**config.mk**
```make
export PLATFORM = sky130hd
export DESIGN_NAME = truth_table_sweeper
export DESIGN_NICKNAME = d
export VERILOG_FILES = /design/src/rtl/truth_table_sweeper.sv
export SDC_FILE = /design/constraint.sdc
export NUM_CORES = 1
export LEC_CHECK = 0
export CAP_MARGIN = 20
export CORE_UTILIZATION = 46
export CTS_CLUSTER_DIAMETER = 80
export DETAILED_ROUTE_END_ITERATION = 8
export PLACE_DENSITY = 0.76
export SYNTH_ARGS = -nofsm -noshare
export SYNTH_HDL_FRONTEND = slang
export SYNTH_SLANG_ARGS = --single-unit
```
**constraint.sdc**
```tcl
create_clock -name clk -period 1.95 [get_ports clk]
set_input_delay 0.585 -clock clk [delete_from_list [all_inputs] [get_ports clk]]
set_output_delay 0.585 -clock clk [all_outputs]
set_load 0.005 [all_outputs]
```
**src/rtl/truth_table_sweeper.sv**
```systemverilog
// truth_table_sweeper: drives all 16 input vectors of a 4-input function, captures its truth table and checks it
// Ports: clk, rst_n (synchronous, active low); start/abort sweep control; f_in from the function under test;
//        expected reference table (bit i = f at vector i); x drives the function (x[3]=x1);
//        busy/done status; table_out, ones_count, match, mism_valid, mism_idx hold the last results
module truth_table_sweeper #(
   parameter int SETTLE = 2
) (
   input  logic        clk,
   input  logic        rst_n,
   input  logic        start,
   input  logic        abort,
   input  logic        f_in,
   input  logic [15:0] expected,
   output logic [3:0]  x,
   output logic        busy,
   output logic        done,
   output logic [15:0] table_out,
   output logic [4:0]  ones_count,
   output logic        match,
   output logic        mism_valid,
   output logic [3:0]  mism_idx
);
   typedef enum logic [1:0] {IDLE, RUN, CHECK, DONE} state_t;
   state_t state, state_nxt;
   logic [3:0] idx, wait_cnt, first_diff;
   logic [15:0] diff;
   logic active, accept, last;
   always_comb begin
      active = state == RUN || state == CHECK;
      accept = (state == IDLE || state == DONE) && start && !abort;
      // abort outranks the final sample of a vector
      last = state == RUN && !abort && wait_cnt == 4'(SETTLE - 1);
      diff = table_out ^ expected;
      // scan downward so the lowest differing index is the one that sticks
      first_diff = '0;
      for (int i = 15; i >= 0; i--)
         if (diff[i]) first_diff = 4'(i);
      state_nxt = state;
      case (state)
         IDLE, DONE: state_nxt = accept ? RUN : IDLE;
         RUN:        state_nxt = abort ? IDLE : (last && idx == 4'd15) ? CHECK : RUN;
         CHECK:      state_nxt = abort ? IDLE : DONE;
         default:    state_nxt = IDLE;
      endcase
      x = active ? idx : 4'd0;
      busy = active;
      done = state == DONE;
   end
   always_ff @(posedge clk) begin
      if (!rst_n) begin
         state <= IDLE;
         idx <= '0;
         wait_cnt <= '0;
         table_out <= '0;
         ones_count <= '0;
         match <= 1'b0;
         mism_valid <= 1'b0;
         mism_idx <= '0;
      end else begin
         state <= state_nxt;
         if (accept) begin
            idx <= '0;
            wait_cnt <= '0;
            table_out <= '0;
            ones_count <= '0;
            match <= 1'b0;
            mism_valid <= 1'b0;
            mism_idx <= '0;
         end else if (state == RUN && !abort) begin
            if (last) begin
               table_out[idx] <= f_in;
               ones_count <= ones_count + {4'd0, f_in};
               // idx stays at 15 into CHECK instead of wrapping
               if (idx != 4'd15) begin
                  idx <= idx + 4'd1;
                  wait_cnt <= '0;
               end
            end else begin
               wait_cnt <= wait_cnt + 4'd1;
            end
         end else if (state == CHECK && !abort) begin
            match <= diff == 16'd0;
            mism_valid <= |diff;
            mism_idx <= first_diff;
         end
      end
   end
endmodule

```
==> impl_metrics.csv <==
group,metric,value,unit
final_layout,layout_common_cells,"clkdlybuf4s50_1, dfxtp_1, nor2_1",
drt,avgRoutedWirePerCell,14.1,um
sta,slew_headroom,77.4,%
worst_setup_path,cp.arrival,2.10,ns
synthesis,synth_seq_area_share,35.3,%
synthesis,ys.warnings.count,0,
synthesis,synth_cell_type_count,40,
worst_setup_path,worstSetupStartpoint,"abort",
hold_path,hp-start,"mism_idx[2]",
sta,rsz0062_at_grt,"false",
worst_setup_path,critical_path_required,2.16,ns
floorplan,start_util,48.2,%
clock_network,clk_path_buf_depth,2,
place,port_buffers,53,
power_and_ir_drop,powerDensity,477,mW/mm2
global_routing,grt-ovfl-total,0,
place,post-place-cells,364,
drt,vias,1995,
synthesis,ys_async_sr_fraction,0,%
worst_setup_path,crit_family,"simple AND/OR/NAND/NOR gates",
floorplan,dieArea,0.00483,mm2
worst_setup_path,start_kind,"input port",
floorplan,num_io_pins,54,
sta,fin_crit,1.89,ns
drt,first_pass_iters,4,
drt,drc,0,
power_and_ir_drop,p_leak,0.00137,uW
clock_network,cts_tree,"built",
global_routing,grt_max_degree,32,
sta,finalMaxSlewViolations,0,
sta,finalSetupViolCount,0,
clock_network,cts_buffers,5,
synthesis,ys_ff_latch,37,
final_layout,area_delta_synth_final,46.8,%
hold_path,holdPathStages,2,
worst_setup_path,crit_buf_inv,1,
sta,max_freq,0.529,GHz
drt,drt_iter0_drc,107,
worst_setup_path,end_kind,"flip-flop",
worst_setup_path,critPathMaxFanout,3,
floorplan,die_w,69.5,um
final_layout,layoutNonFillerInstCount,373,
outcome,outcome,"complete, no violations",
clock_network,clkSinkCount,37,
global_routing,antenna_found_initial,0,
worst_setup_path,rrSetupSlack,0.08,ns
final_layout,nets,352,
clock_network,clk_pin_slew,0.07,ns
worst_setup_path,rr_worst_depth,7,
sta,skew,0.00443,ns
final_layout,layout-drive-gt1-share,18.4,%
floorplan,die_y,69.5,um
synthesis,avgSynthCellArea,8.85,um2
worst_setup_path,path_cells,"clkdlybuf4s50_1 -> or3b_4 -> nor3b_4 -> nand3b_4 -> o31ai_4",
floorplan,core_area,0.00435,mm2
power_and_ir_drop,ir_drop,0.396,mV
drt,wirelength,5260,um
worst_setup_path,critPathKind,"in -> reg",
global_routing,grt_pass1_wl,8740,um
floorplan,rows,24,
final_layout,finish.utilization,70.7,%
worst_setup_path,slowest_delay,0.43,ns
sta,worst_pin_slew,0.334,ns
sta,tns,0,ns
sta,post-route-period-util,96.9,%
worst_setup_path,cp_slowest_cell,"or3b_4",
synthesis,synth_area,0.00210,mm2
final_layout,mostFrequentLayoutCell,"clkdlybuf4s50_1",
synthesis,synth_fp_nets,269,
hold_path,holdCritPathClass,"reg -> reg",
clock_network,htreeDepth,2,
global_routing,grt_use_total,22.8,%
synthesis,synthFlopType,"dfxtp_1",
synthesis,synth_edf_count,0,
run,maxCapViolCount,0,
drt,antenna_left,0,
worst_setup_path,rr_startpoint,"state[1]",
clock_network,clock-root-buffer,"clkbuf_8",
final_layout,n_antenna_cell,0,
sta,finalHoldViolations,0,
synthesis,synthCells,237,
drt,via_per_inst,5.35,
clock_network,holdBufCountCts,0,
global_routing,grt_pass1_vias,1867,
clock_network,clk_latency,0.29,ns
place,gp_congestion,0.893,
place,hpwl,3900,um
worst_setup_path,timing.rr.end,"match",
hold_path,whs_endpoint,"mism_idx[2]",
[worst register-to-register path, cell delays in order (launching register included)]
cell and delay [ns]:
dfxtp_2 0.36, buf_4 0.11, inv_1 0.03, ha_1 0.21
or3b_4 0.41, nor3b_4 0.29, nand3b_4 0.13, o31ai_4 0.25
[worst max path at each step]
stage / end / slack, ns / cells after the start
after global routing: wait_cnt[2] / 0.02 / 8
after detailed placement: match / -0.28 / 5
after global placement: mism_valid / -0.23 / 5
final: match / 0.06 / 5
after floorplan: mism_valid / 0.20 / 5
after CTS: done / -0.004 / 3
[kinds of logic (layout without fill, tap and decap cells)]
kind of cell,count (synthesis),count (layout),synth area share [%]
AND/OR/NAND/NOR,98,98,24.8
flip-flops,37,37,35.3
AO/OA/AOI/OAI,32,32,10.4
XOR/XNOR,27,27,11.6
multiplexers,17,17,8.11
buffers and inverters,15,99,3.16
adder cells (fa/ha/maj),11,11,6.56
[metrics by stage]
stage | setup WS, ns | instance area, um2 | total power (uW) | hold WS, ns
floorplan | 0.197 | 2100 | 848 | 0.453
detailed placement | -0.277 | 2930 | 961 | 0.468
global route | 0.0184 | 3080 | 1530 | 0.495
global placement | -0.227 | 2930 | 959 | 0.461
finish | 0.0598 | 3080 | 1470 | 0.471
CTS | -0.00417 | 3040 | 1480 | 0.477
[what timing repair did]
action | 4_1_cts | 5_1_grt
setup buffers | 1 | 0
endpoints found under the setup margin | 5 | 8
pin swaps | 1 | 7
resized for setup | 14 | 18
[power breakdown]
| part | switching (uW) | internal (uW) |
|---|---|---|
| logic | 88.6 | 104 |
| registers | 1.18 | 757 |
| clock network | 269 | 248 |
[synthesized netlist by cell type (2+ instances only)]
cell type / instances / area share [%]
a21oi_1: 8 / 1.9
o22ai_1: 2 / 0.60
or3b_1: 2 / 0.84
and2b_1: 2 / 0.72
nand3_1: 10 / 2.4
nand4_1: 20 / 6.0
and2_1: 4 / 1.2
mux2i_1: 17 / 8.1
o21ai_0: 5 / 1.2
nand2b_1: 2 / 0.60
nor3_1: 6 / 1.4
a211oi_1: 2 / 0.72
inv_1: 6 / 1.1
xnor2_1: 12 / 5.0
o211a_1: 2 / 0.95
o211ai_1: 4 / 1.4
buf_2: 2 / 0.48
nand2_1: 11 / 2.0
dfxtp_1: 37 / 35
xor2_1: 14 / 5.8
a311oi_1: 2 / 0.84
clkbuf_1: 6 / 1.1
ha_1: 11 / 6.6
nor2_1: 31 / 5.5
nor2b_1: 4 / 1.2
[sequential cells by signal (all words and copies together) (netlist names)]
register / flops
table_out: 16
ones_count: 5
idx: 4
mism_idx: 4
wait_cnt: 4
state: 2
match: 1
mism_valid: 1
[cell type report]
cell class / count / area (um2)
clock buffers: 6 / 72.6
clock inverters: 2 / 10.0
fillers: 352 / 1270
inverters: 6 / 22.5
multi-input cells: 185 / 1360
flip-flops and latches: 37 / 743
well taps: 52 / 65.1
repair buffers: 85 / 803
[routing by layer]
| metal | GRT usage [%] | up-vias | share of wire, % |
|---|---|---|---|
| met4 | 8.84 | 0 | 1.8 |
| met2 | 37.3 | 46 | 47 |
| met5 | 0 | - | 0 |
| met3 | 4.65 | 11 | 4.0 |
| met1 | 29.3 | 930 | 47 |
| li1 | - | 1008 | - |
Power figures use the tool's default switching activity.
